==> src/rtl/vga_text_renderer.sv <==
// 640x480@60 text-mode scan-out: counters -> char VRAM -> 8x8 font ROM -> 1-bit pixel, sync and blinking cursor.
// Latency 3 cycles from counter value to outputs; free-running, no backpressure.
module vga_text_renderer #(
    parameter int H_VISIBLE    = 640,
    parameter int H_FP         = 16,
    parameter int H_SYNC       = 96,
    parameter int H_BP         = 48,
    parameter int V_VISIBLE    = 480,
    parameter int V_FP         = 10,
    parameter int V_SYNC       = 2,
    parameter int V_BP         = 33,
    parameter int BLINK_FRAMES = 30
) (
    input  logic        clk,
    input  logic        rst,
    output logic [12:0] vram_rd_addr,
    input  logic [7:0]  vram_rd_data,
    output logic [10:0] font_addr,
    input  logic [7:0]  font_data,
    input  logic [6:0]  cursor_x,
    input  logic [5:0]  cursor_y,
    output logic        hsync,
    output logic        vsync,
    output logic        video_on,
    output logic        pixel,
    output logic        frame_start
);
    localparam logic [9:0] H_VIS  = 10'(H_VISIBLE);
    localparam logic [9:0] H_S0   = 10'(H_VISIBLE + H_FP);
    localparam logic [9:0] H_S1   = 10'(H_VISIBLE + H_FP + H_SYNC - 1);
    localparam logic [9:0] H_LAST = 10'(H_VISIBLE + H_FP + H_SYNC + H_BP - 1);
    localparam logic [9:0] V_VIS  = 10'(V_VISIBLE);
    localparam logic [9:0] V_S0   = 10'(V_VISIBLE + V_FP);
    localparam logic [9:0] V_S1   = 10'(V_VISIBLE + V_FP + V_SYNC - 1);
    localparam logic [9:0] V_LAST = 10'(V_VISIBLE + V_FP + V_SYNC + V_BP - 1);
    localparam int BW = (BLINK_FRAMES > 2) ? $clog2(BLINK_FRAMES) : 1;
    localparam logic [BW-1:0] BLINK_LAST = BW'(BLINK_FRAMES - 1);

    // Per-pixel attributes carried alongside the VRAM/font lookups.
    typedef struct packed {
        logic       vis;
        logic       cur;
        logic       hs;
        logic       vs;
        logic       fs;
        logic [2:0] hx;
    } stage_t;

    logic [9:0]    h_q, h_d, v_q, v_d;
    logic [BW-1:0] blink_cnt_q, blink_cnt_d;
    logic          blink_phase_q, blink_phase_d;
    stage_t        s1_q, s1_d, s2_q, s2_d;
    logic [2:0]    vy_q, vy_d;
    logic          hsync_q, hsync_d, vsync_q, vsync_d;
    logic          video_on_q, video_on_d, pixel_q, pixel_d;
    logic          frame_start_q, frame_start_d;
    logic          visible, glyph_bit;

    always_ff @(posedge clk) begin
        if (rst) begin
            h_q           <= '0;
            v_q           <= '0;
            blink_cnt_q   <= '0;
            blink_phase_q <= 1'b0;
            s1_q          <= '0;
            s2_q          <= '0;
            vy_q          <= '0;
            hsync_q       <= 1'b1;
            vsync_q       <= 1'b1;
            video_on_q    <= 1'b0;
            pixel_q       <= 1'b0;
            frame_start_q <= 1'b0;
        end else begin
            h_q           <= h_d;
            v_q           <= v_d;
            blink_cnt_q   <= blink_cnt_d;
            blink_phase_q <= blink_phase_d;
            s1_q          <= s1_d;
            s2_q          <= s2_d;
            vy_q          <= vy_d;
            hsync_q       <= hsync_d;
            vsync_q       <= vsync_d;
            video_on_q    <= video_on_d;
            pixel_q       <= pixel_d;
            frame_start_q <= frame_start_d;
        end
    end

    // Raster counters and frame-rate blink divider; the divider steps on the wrap into (0,0).
    always_comb begin
        h_d           = (h_q == H_LAST) ? 10'd0 : h_q + 10'd1;
        v_d           = v_q;
        blink_cnt_d   = blink_cnt_q;
        blink_phase_d = blink_phase_q;
        if (h_q == H_LAST) begin
            v_d = (v_q == V_LAST) ? 10'd0 : v_q + 10'd1;
            if (v_q == V_LAST) begin
                if (blink_cnt_q == BLINK_LAST) begin
                    blink_cnt_d   = '0;
                    blink_phase_d = ~blink_phase_q;
                end else begin
                    blink_cnt_d = blink_cnt_q + 1'b1;
                end
            end
        end
    end

    always_comb begin
        visible      = (h_q < H_VIS) && (v_q < V_VIS);
        vram_rd_addr = visible ? {v_q[8:3], h_q[9:3]} : 13'd0;
        s1_d         = '0;
        s1_d.vis     = visible;
        s1_d.cur     = blink_phase_q && (h_q[9:3] == cursor_x) && (v_q[8:3] == cursor_y)
                       && (v_q[2:0] == 3'd7);
        s1_d.hs      = (h_q >= H_S0) && (h_q <= H_S1);
        s1_d.vs      = (v_q >= V_S0) && (v_q <= V_S1);
        s1_d.fs      = (h_q == 10'd0) && (v_q == 10'd0);
        s1_d.hx      = h_q[2:0];
        vy_d         = v_q[2:0];
        s2_d         = s1_q;
    end

    assign font_addr = {vram_rd_data, vy_q};

    // Off-screen cells (including an out-of-range cursor) are masked by vis.
    always_comb begin
        glyph_bit     = font_data[3'd7 - s2_q.hx];
        hsync_d       = ~s2_q.hs;
        vsync_d       = ~s2_q.vs;
        video_on_d    = s2_q.vis;
        pixel_d       = s2_q.vis & (glyph_bit | s2_q.cur);
        frame_start_d = s2_q.fs;
    end

    assign hsync       = hsync_q;
    assign vsync       = vsync_q;
    assign video_on    = video_on_q;
    assign pixel       = pixel_q;
    assign frame_start = frame_start_q;
endmodule

==> config.mk <==
export PLATFORM = sky130hd
export DESIGN_NAME = vga_text_renderer
export DESIGN_NICKNAME = d
export VERILOG_FILES = /design/src/rtl/vga_text_renderer.sv
export SDC_FILE = /design/constraint.sdc
export NUM_CORES = 1
export LEC_CHECK = 0
export ABC_AREA = 1
export CORE_MARGIN = 2
export CORE_UTILIZATION = 50
export DETAILED_ROUTE_END_ITERATION = 10
export GPL_TIMING_DRIVEN = 0
export HOLD_SLACK_MARGIN = 0.03
export PLACE_DENSITY = 0.8
export SYNTH_ARGS = -nofsm -noshare
export SYNTH_HDL_FRONTEND = slang
export SYNTH_SLANG_ARGS = --single-unit
==> constraint.sdc <==
create_clock -name clk -period 1.6 [get_ports clk]
set_input_delay 0.32 -clock clk [delete_from_list [all_inputs] [get_ports clk]]
set_output_delay 0.32 -clock clk [all_outputs]
set_load 0.03 [all_outputs]
Word-level counts from Yosys, hierarchy flattened:

Cells that the tools add are included.

* reductions and logical operators: 12
* multiplexer cells: 5
* order comparisons: 7
* equality and inequality tests: 6
* bitwise gates (word level): 5
* $add $sub $neg: 4

Operator list (number)
* 10-bit by 1-bit adder with 10-bit output (second input constant): 2
* 10-bit == test (second input constant): 2
* 10-bit logical NOT: 2
* 13-bit 2-to-1 mux: 1
* 10-bit >= comparator (second input constant): 1
* 10-bit by 9-bit >= comparator with 1-bit output (second input constant): 1
* 10-bit less-or-equal comparator (second input constant): 1
* 10-bit by 9-bit less-or-equal comparator with 1-bit output (second input constant): 1
* 10-bit less-than comparator (second input constant): 1
* 10-bit by 9-bit less-than comparator with 1-bit output (second input constant): 1
* 10-bit 2-to-1 mux: 1
* 7-bit == test: 1
* 1-bit logical AND: 7
* 6-bit == test: 1
* 5-bit by 1-bit adder with 5-bit output (second input constant): 1
* 5-bit == test (second input constant): 1
* 5-bit 2-to-1 mux: 1
* 3-bit by 4-bit less-than comparator with 1-bit output (second input constant): 1
* 1-bit binary-select mux with 3-bit select: 1
* 3-bit == test (second input constant): 1
* 1-bit inverter: 3
* 3-bit AND reduction: 1
* 3-bit subtractor (first input constant): 1
* 2-bit AND reduction: 1
* other kinds (4): 4

* bits in registers: 50
* output and inout port bits: 29

Logic depth before layout (Yosys ltp):

Gate-level depths: netlist (run 1).

* word-level depth: 5
* depth in mapped cells: 10
* mapped depth without buffers: 10

Worst setup path before layout (run 1):

Ideal clock, no wire load.

* path type: register to output
* from: reg v_q[8]
* to: out vram_rd_addr[10]
* data required time: 1.280 ns
* buffers on the path: 1
* stages on the path, launching flop included: 7
* arrival time: 1.310 ns
* path slack: -0.030 ns
* path through: dfxtp_1 inv_1 nor3_2 inv_1 nand4_1 buf_4 nor2_1

* cells in the longest elaborated chain, start to end: 3

Ends and longest elaborated chain
* from (decl): line 49 `logic [9:0] h_q, h_d, v_q, v_d;`
* from (signal assigned): line 75 `v_q <= v_d;`
* 10-bit by 9-bit less-than comparator with 1-bit output: line 109 `visible = (h_q < H_VIS) && (v_q < V_VIS);`
* 1-bit logical AND: line 109
* 13-bit 2-to-1 mux: line 110 `vram_rd_addr = visible ? {v_q[8:3], h_q[9:3]} : 13'd0;`
* to (decl): line 16 `output logic [12:0] vram_rd_addr,`

Every way passes these cells.

Worst setup path after layout (run 1):

* from: reg v_q[7]
* to: out vram_rd_addr[7]

Same word-level chain as after synthesis.

==> run_summary.xml, run 1 <==
<?xml version="1.0" encoding="UTF-8"?>
<metrics>
  <group name="logic_synthesis">
    <metric name="synth-warning-count" unit="">0</metric>
    <metric name="synthesis.area" unit="um^2">2580</metric>
    <metric name="synth_edf_count" unit="">0</metric>
    <metric name="synthesis.nets" unit="">401</metric>
    <metric name="synth_async_sr_flop_share" unit="">0</metric>
    <metric name="ys_seq_elements" unit="">50</metric>
    <metric name="synth_cell_type_count" unit="">31</metric>
    <metric name="ys_seq_area_frac" unit="">0.388</metric>
    <metric name="primary_flip_flop_cell_chosen_by_synthesis_mapping" unit="">sky130_fd_sc_hd__dfxtp_1</metric>
    <metric name="postSynthCellCount" unit="">363</metric>
    <metric name="syn_avg_cell_area" unit="um^2">7.11</metric>
  </group>
  <group name="clocking">
    <metric name="worstSkewPairLatency" unit="ns">0.31</metric>
    <metric name="clock_buffer_count_from_cts" unit="">5</metric>
    <metric name="cts_tree" unit="">built</metric>
    <metric name="path_clk_slew" unit="ns">0.09</metric>
    <metric name="clock_tree.htree_level_count" unit="">2</metric>
    <metric name="clockRootBuffer" unit="">sky130_fd_sc_hd__clkbuf_8</metric>
    <metric name="clock-sinks" unit="">50</metric>
    <metric name="clock_tree.buffer_depth" unit="">2</metric>
  </group>
  <group name="timing">
    <metric name="worstMarginPinSlew" unit="ns">0.537</metric>
    <metric name="layout_min_cycle_time" unit="ns">1.87</metric>
    <metric name="hold_viol" unit="">0</metric>
    <metric name="period_share" unit="">1.17</metric>
    <metric name="grt_setup_unrepaired" unit="">yes</metric>
    <metric name="fin_skew" unit="ns">0.0113</metric>
    <metric name="relSlewSlack" unit="">0.642</metric>
    <metric name="layout_setup_ws" unit="ns">-0.275</metric>
    <metric name="max_clock_freq" unit="MHz">533</metric>
    <metric name="setup-violations-final" unit="">13</metric>
    <metric name="final-max-slew-violation-count" unit="">0</metric>
  </group>
  <group name="floorplanning">
    <metric name="row_count" unit="">26</metric>
    <metric name="floorplan.die.height" unit="um">75.9</metric>
    <metric name="design.core.area" unit="um^2">5040</metric>
    <metric name="initial_utilization" unit="">0.512</metric>
    <metric name="io_pins" unit="">60</metric>
    <metric name="die_area" unit="um^2">5750</metric>
    <metric name="die-width" unit="um">75.9</metric>
  </group>
  <group name="place">
    <metric name="gp_congestion" unit="">0.863</metric>
    <metric name="pre_cts_slack" unit="ns">-0.699</metric>
    <metric name="port_buffers" unit="">50</metric>
    <metric name="dp_cells" unit="">483</metric>
    <metric name="detailed_place_hpwl" unit="mm">4.39</metric>
  </group>
  <group name="worst_setup_path">
    <metric name="timing.critical_path.max_delay_family" unit="">simple AND/OR/NAND/NOR gates</metric>
    <metric name="worstPathCellList" unit="">nand2_2 -&gt; nor3_4 -&gt; inv_1 -&gt; nand4_1 -&gt; buf_6 -&gt; nor2_4 -&gt; buf_6</metric>
    <metric name="cpMaxStageDelayCell" unit="">sky130_fd_sc_hd__dfxtp_2</metric>
    <metric name="critical_path_class" unit="">flip-flop to primary output</metric>
    <metric name="critPathMaxFanout" unit="">5</metric>
    <metric name="cp.arrival" unit="ns">1.55</metric>
    <metric name="r2r_setup_slack" unit="ns">0.01</metric>
    <metric name="critical_path.most_common_cell" unit="">sky130_fd_sc_hd__buf_6</metric>
    <metric name="critical_path.n_buffers_inverters" unit="">3</metric>
    <metric name="worst_setup_path_start_kind" unit="">flip-flop</metric>
    <metric name="worst_setup_path_end_kind" unit="">primary output</metric>
    <metric name="peak_per_stage_delay_on_the_critical_path" unit="ns">0.36</metric>
    <metric name="worst_ep_required_time" unit="ns">1.28</metric>
  </group>
  <group name="power_and_ir_drop">
    <metric name="p_leak" unit="uW">0.00165</metric>
    <metric name="cellPowerDensity" unit="nW/um^2">665</metric>
    <metric name="power.ir.vdd_worst" unit="mV">0.392</metric>
  </group>
  <group name="min_path">
    <metric name="worst_hold_path_type" unit="">flip-flop to flip-flop</metric>
  </group>
  <group name="grt">
    <metric name="grt_antenna_before_repair" unit="">0</metric>
    <metric name="gr-total-overflow" unit="">0</metric>
    <metric name="grt_first_pass_wirelength" unit="mm">10.1</metric>
    <metric name="grt_use_total" unit="">0.230</metric>
    <metric name="first_global_vias" unit="">2389</metric>
    <metric name="largest_net_degree_at_the_start_of_global_routing" unit="">15</metric>
  </group>
  <group name="detailed_routing">
    <metric name="detail_route.wirelength" unit="mm">6.89</metric>
    <metric name="vias_per_cell" unit="">5.21</metric>
    <metric name="maxUsedRoutingLayer" unit="">met4</metric>
    <metric name="via_count" unit="">2664</metric>
    <metric name="routedWlPerCell" unit="um">13.5</metric>
    <metric name="routed-wl-met3" unit="um">505</metric>
    <metric name="route.layer.met1.wl" unit="mm">2.73</metric>
    <metric name="wl_met2" unit="mm">3.39</metric>
    <metric name="detailedRoute.firstPassIterationCount" unit="">5</metric>
    <metric name="ant_nets" unit="">0</metric>
    <metric name="remaining_drc_errors" unit="">0</metric>
    <metric name="detailedRoute.firstIterationViolations" unit="">179</metric>
  </group>
  <group name="finish">
    <metric name="fraction_of_layout_cells_with_a_size_suffix_above_1" unit="">0.236</metric>
    <metric name="instances_no_fill" unit="">511</metric>
    <metric name="most-common-layout-cells" unit="">65 x sky130_fd_sc_hd__nand2_1, 52 x sky130_fd_sc_hd__inv_1, 47 x sky130_fd_sc_hd__nor2_1</metric>
    <metric name="n_antenna_cell" unit="">0</metric>
    <metric name="final_common_cell" unit="">sky130_fd_sc_hd__nand2_1</metric>
    <metric name="flow.area_growth_from_synthesis" unit="%">40.0</metric>
    <metric name="layout.nets" unit="">479</metric>
  </group>
  <group name="job">
    <metric name="cap_violations" unit="">0</metric>
  </group>
  <group name="outcome">
    <metric name="violations_in_the_final_reports" unit="">setup timing</metric>
    <metric name="outcome" unit="">finished, violations left</metric>
  </group>
</metrics>
## path summary, 6_finish.rpt
| path | from | to | depth (start not counted) |
|---|---|---|---|
| setup / recovery | v_q[7]$_SDFFE_PP0N_ | vram_rd_addr[7] | 7 |
| setup reg to reg | h_q[0]$_SDFF_PP0_ | v_q[3]$_SDFFE_PP0N_ | 8 |
| hold reg to reg | s2_q[5]$_SDFF_PP0_ | hsync$_SDFF_PP1_ | 1 |
| hold / removal | s2_q[5]$_SDFF_PP0_ | hsync$_SDFF_PP1_ | 1 |
## layout make-up
class / count / area (um^2)
Fill cell: 410 / 1430
Clock inverter: 1 / 30.0
Timing Repair Buffer: 70 / 679
Tap cell: 70 / 87.6
Inverter: 60 / 235
Clock buffer: 6 / 82.6
Buffer: 14 / 104
Sequential cell: 50 / 1020
Multi-Input combinational cell: 240 / 1380
## report_power, final
group | leakage, uW | internal (uW) | switching, uW
clock | 0.0000573 | 500 | 407
sequential | 0.000409 | 1260 | 10.9
combinational | 0.00119 | 116 | 106
## cells by family after synthesis
family	share of synthesized area
DFF	0.388
and+or+nand+nor	0.354
AOI/OAI and AO/OA	0.0848
buffers and inverters	0.126
adders and majority gates	0.0339
xor gates and xnor gates	0.0136
## state kept, by name (all words and copies together) (netlist names)
register / count
frame_start_d: 1
s1_q: 8
blink_cnt_q: 5
frame_start: 1
pixel: 1
vy_q: 3
h_q: 10
hsync: 1
vsync: 1
s2_q: 6
video_on_d: 1
video_on: 1
v_q: 10
blink_phase_q: 1
## per-stage QoR
stage	TNS [ns]	util	instance area (um^2)	hold WS (ns)	total power, uW
2_1_floorplan	-0.296	-	2580	0.351	1420
3_3_place_gp	-8.21	0.629	3170	0.356	1520
3_5_place_dp	-8.41	0.629	3170	0.361	1530
4_1_cts	-2.39	0.670	3380	0.381	2400
5_1_grt	-4.18	0.717	3610	0.403	2470
6_report	-3.37	0.717	3610	0.377	2400
## cells in the mapped netlist (4+ instances only)
cell                      instances  area [um^2]
sky130_fd_sc_hd__a21oi_1         17         85.1
sky130_fd_sc_hd__buf_4           10         75.1
sky130_fd_sc_hd__dfxtp_1         50         1000
sky130_fd_sc_hd__ha_1             7         87.6
sky130_fd_sc_hd__inv_1           54          203
sky130_fd_sc_hd__inv_2            6         22.5
sky130_fd_sc_hd__nand2_1         68          255
sky130_fd_sc_hd__nand3_1         26          130
sky130_fd_sc_hd__nand4_1          8         50.1
sky130_fd_sc_hd__nor2_1          63          236
sky130_fd_sc_hd__nor3_1           4         20.0
sky130_fd_sc_hd__o21ai_0         16         80.1
## timing repair
| item | CTS | global route |
|---|---|---|
| cloned | 1 | 1 |
| hold buffers | 0 | 0 |
| buffers inserted | 8 | 11 |
| endpoints found under the setup margin | 21 | 39 |
| pin swaps | 4 | 7 |
| resized for setup | 107 | 41 |
## per-layer routing
layer	track usage	vias to the layer above
met5	0	-
met1	0.268	1195
met2	0.402	147
met4	0.109	0
met3	0.0437	27
li1	-	1295
Note: power is estimated with default switching activity, not from simulation.
==> run 2, diff against run 1 <==
TNS_END_PERCENT = 50   (was default)
==> run 2 against run 1 <==
The flow still finishes with violations (setup timing). Clock skew about the same. Critical path depth unchanged. Worst hold slack about the same. Via count decreased by 0.26%. Sequential power about the same. Core utilization decreased by 0.82 points. Power increased by 0.27%. Clock-buffer cell count unchanged. Maximum frequency decreased by 1.4%. Largest power group unchanged. Highest routed layer unchanged.
==> run_summary.xml, run 2 (same netlist as run 1, synthesis figures left out) <==
<?xml version="1.0" encoding="UTF-8"?>
<metrics>
  <group name="finish">
    <metric name="n_antenna_cell" unit="">0</metric>
    <metric name="fraction_of_layout_cells_with_a_size_suffix_above_1" unit="">0.227</metric>
    <metric name="largest_registers" unit="">h_q: 10 flops, v_q: 10 flops, s1_q: 8 flops</metric>
    <metric name="layout.nets" unit="">478</metric>
    <metric name="flow.area_growth_from_synthesis" unit="%">38.4</metric>
    <metric name="final_common_cell" unit="">sky130_fd_sc_hd__nand2_1</metric>
    <metric name="most-common-layout-cells" unit="">64 x sky130_fd_sc_hd__nand2_1, 53 x sky130_fd_sc_hd__nor2_1, 51 x sky130_fd_sc_hd__inv_1</metric>
    <metric name="finalCoreUtilization" unit="">0.708</metric>
  </group>
  <group name="timing">
    <metric name="timing.hold.ws" unit="ns">0.377</metric>
    <metric name="hold_viol" unit="">0</metric>
    <metric name="grt_setup_unrepaired" unit="">yes</metric>
    <metric name="relSlewSlack" unit="">0.630</metric>
    <metric name="final-max-slew-violation-count" unit="">0</metric>
    <metric name="period_share" unit="">1.19</metric>
    <metric name="setup-violations-final" unit="">13</metric>
    <metric name="layout_min_cycle_time" unit="ns">1.90</metric>
    <metric name="fin_skew" unit="ns">0.0117</metric>
    <metric name="layout_setup_ws" unit="ns">-0.301</metric>
    <metric name="max_clock_freq" unit="MHz">526</metric>
    <metric name="worstMarginPinSlew" unit="ns">0.555</metric>
  </group>
  <group name="worst_setup_path">
    <metric name="worst_setup_path_end_kind" unit="">primary output</metric>
    <metric name="worstSetupPathDepth" unit="">7</metric>
    <metric name="cpMaxStageDelayCell" unit="">sky130_fd_sc_hd__dfxtp_2</metric>
    <metric name="worstReg2RegStart" unit="">h_q[0]$_SDFF_PP0_</metric>
    <metric name="critical_path.n_buffers_inverters" unit="">3</metric>
    <metric name="worstPathCellList" unit="">nand2_2 -&gt; nor3_4 -&gt; inv_1 -&gt; nand4_1 -&gt; buf_4 -&gt; nor2_1 -&gt; buf_4</metric>
    <metric name="critical_path.most_common_cell" unit="">sky130_fd_sc_hd__buf_4</metric>
    <metric name="critical_path_class" unit="">flip-flop to primary output</metric>
    <metric name="cp.arrival" unit="ns">1.58</metric>
    <metric name="worst_setup_path_start_kind" unit="">flip-flop</metric>
    <metric name="worst_setup_startpoint" unit="">v_q[7]$_SDFFE_PP0N_</metric>
    <metric name="r2r_setup_slack" unit="ns">0.03</metric>
    <metric name="crit-reg2reg-capture" unit="">v_q[3]$_SDFFE_PP0N_</metric>
    <metric name="crit_path_end" unit="">vram_rd_addr[1]</metric>
    <metric name="timing.critical_path.max_delay_family" unit="">simple AND/OR/NAND/NOR gates</metric>
    <metric name="worst_ep_required_time" unit="ns">1.28</metric>
    <metric name="worst_r2r_path_depth" unit="">8</metric>
    <metric name="peak_per_stage_delay_on_the_critical_path" unit="ns">0.35</metric>
    <metric name="critPathMaxFanout" unit="">4</metric>
  </group>
  <group name="grt">
    <metric name="grt.met3_usage" unit="">0.0410</metric>
    <metric name="global_route.usage.met1" unit="">0.269</metric>
    <metric name="grt_use_total" unit="">0.228</metric>
    <metric name="global_route.usage.met2" unit="">0.401</metric>
    <metric name="grt-busiest-layer" unit="">met2</metric>
    <metric name="largest_net_degree_at_the_start_of_global_routing" unit="">15</metric>
    <metric name="first_global_vias" unit="">2352</metric>
    <metric name="grt_antenna_before_repair" unit="">0</metric>
    <metric name="gr-total-overflow" unit="">0</metric>
    <metric name="grt_first_pass_wirelength" unit="mm">9.98</metric>
  </group>
  <group name="place">
    <metric name="gp_congestion" unit="">0.863</metric>
    <metric name="detailed_place_hpwl" unit="mm">4.39</metric>
    <metric name="port_buffers" unit="">50</metric>
    <metric name="pre_cts_slack" unit="ns">-0.699</metric>
  </group>
  <group name="detailed_routing">
    <metric name="via_count" unit="">2657</metric>
    <metric name="detailedRoute.firstPassIterationCount" unit="">5</metric>
    <metric name="detailedRoute.firstIterationViolations" unit="">175</metric>
    <metric name="remaining_drc_errors" unit="">0</metric>
    <metric name="vias_per_cell" unit="">5.21</metric>
    <metric name="routedWlPerCell" unit="um">13.5</metric>
    <metric name="ant_nets" unit="">0</metric>
    <metric name="detail_route.wirelength" unit="mm">6.91</metric>
  </group>
  <group name="floorplanning">
    <metric name="die_area" unit="um^2">5750</metric>
    <metric name="floorplan.die.height" unit="um">75.9</metric>
    <metric name="io_pins" unit="">60</metric>
    <metric name="initial_utilization" unit="">0.512</metric>
    <metric name="design.core.area" unit="um^2">5040</metric>
    <metric name="die-width" unit="um">75.9</metric>
    <metric name="row_count" unit="">26</metric>
  </group>
  <group name="clocking">
    <metric name="clock_buffer_count_from_cts" unit="">5</metric>
    <metric name="clock_tree.htree_level_count" unit="">2</metric>
    <metric name="worstSkewPairLatency" unit="ns">0.31</metric>
    <metric name="number_of_hold_buffers_added_after_cts" unit="">0</metric>
    <metric name="clock-sinks" unit="">50</metric>
    <metric name="clock_tree.buffer_depth" unit="">2</metric>
    <metric name="clockRootBuffer" unit="">sky130_fd_sc_hd__clkbuf_8</metric>
    <metric name="path_clk_slew" unit="ns">0.08</metric>
    <metric name="cts_tree" unit="">built</metric>
  </group>
  <group name="min_path">
    <metric name="worst_hold_path_type" unit="">flip-flop to flip-flop</metric>
  </group>
  <group name="power_and_ir_drop">
    <metric name="power.ir.vdd_worst" unit="mV">0.383</metric>
    <metric name="cellPowerDensity" unit="nW/um^2">675</metric>
    <metric name="p_leak" unit="uW">0.00165</metric>
  </group>
  <group name="outcome">
    <metric name="outcome" unit="">finished, violations left</metric>
    <metric name="violations_in_the_final_reports" unit="">setup timing</metric>
  </group>
  <group name="job">
    <metric name="cap_violations" unit="">0</metric>
  </group>
</metrics>
-- run 2: changes by cell type in the layout (fill, tap and decap cells not counted), sizes merged --
cell | before | now
buf | 43 | 42
-- run 2: where the power goes --
part	total (uW)	switching (uW)	internal, uW
clock	914	414	501
combinational	223	107	116
sequential	1270	10.7	1260
-- run 2: final cells by class --
type                    count  area, um^2
fillers                   418        1470
multi-input cells         240        1360
flip-flops and latches     50        1020
repair buffers             69         653
inverters                  60         235
plain buffers              14         104
well taps                  70        87.6
clock buffers               6        82.6
clock inverters             1        30.0
-- run 2: how the worst min path moves through the flow --
| stage | slack, ns | depth (start not counted) | endpoint | start |
|---|---|---|---|---|
| 6_report | 0.38 | 1 | hsync$_SDFF_PP1_ | s2_q[5]$_SDFF_PP0_ |
| 2_1_floorplan | 0.35 | 1 | hsync$_SDFF_PP1_ | s2_q[5]$_SDFF_PP0_ |
| 4_1_cts | 0.38 | 1 | hsync$_SDFF_PP1_ | s2_q[5]$_SDFF_PP0_ |
| 3_5_place_dp | 0.36 | 1 | vsync$_SDFF_PP1_ | s2_q[4]$_SDFF_PP0_ |
| 5_1_grt | 0.40 | 1 | hsync$_SDFF_PP1_ | s2_q[5]$_SDFF_PP0_ |
| 3_3_place_gp | 0.36 | 1 | vsync$_SDFF_PP1_ | s2_q[4]$_SDFF_PP0_ |
-- run 2: per-stage QoR --
stage | std cells | cell area (um^2) | setup TNS, ns | total power, uW
final | 510 | 3570 | -3.63 | 2410
after global placement | 483 | 3170 | -8.21 | 1520
after floorplan | 363 | 2580 | -0.296 | 1420
after global routing | 510 | 3570 | -4.77 | 2480
after CTS | 498 | 3370 | -2.43 | 2400
after detailed placement | 483 | 3170 | -8.41 | 1530
-- run 2: per-layer routing --
metal  up-vias  share of wire
met5         -              0
met4         0          0.036
met3        28          0.086
met2       140           0.48
met1      1200           0.39
li1       1289              -
-- run 2: worst reg2reg max path: cells and delay by family, from the launching register on --
kind	cells	cell delay, ns
compound gates	1	0.20
fa+ha+maj	1	0.15
buf+inv	1	0.16
flops	1	0.37
simple gates	5	0.63
-- run 2: repair_timing --
action	CTS	global route
gates cloned	1	1
endpoints found under the setup margin	21	39
pin swaps	4	7
gates resized for setup	105	36
buffers inserted	7	11
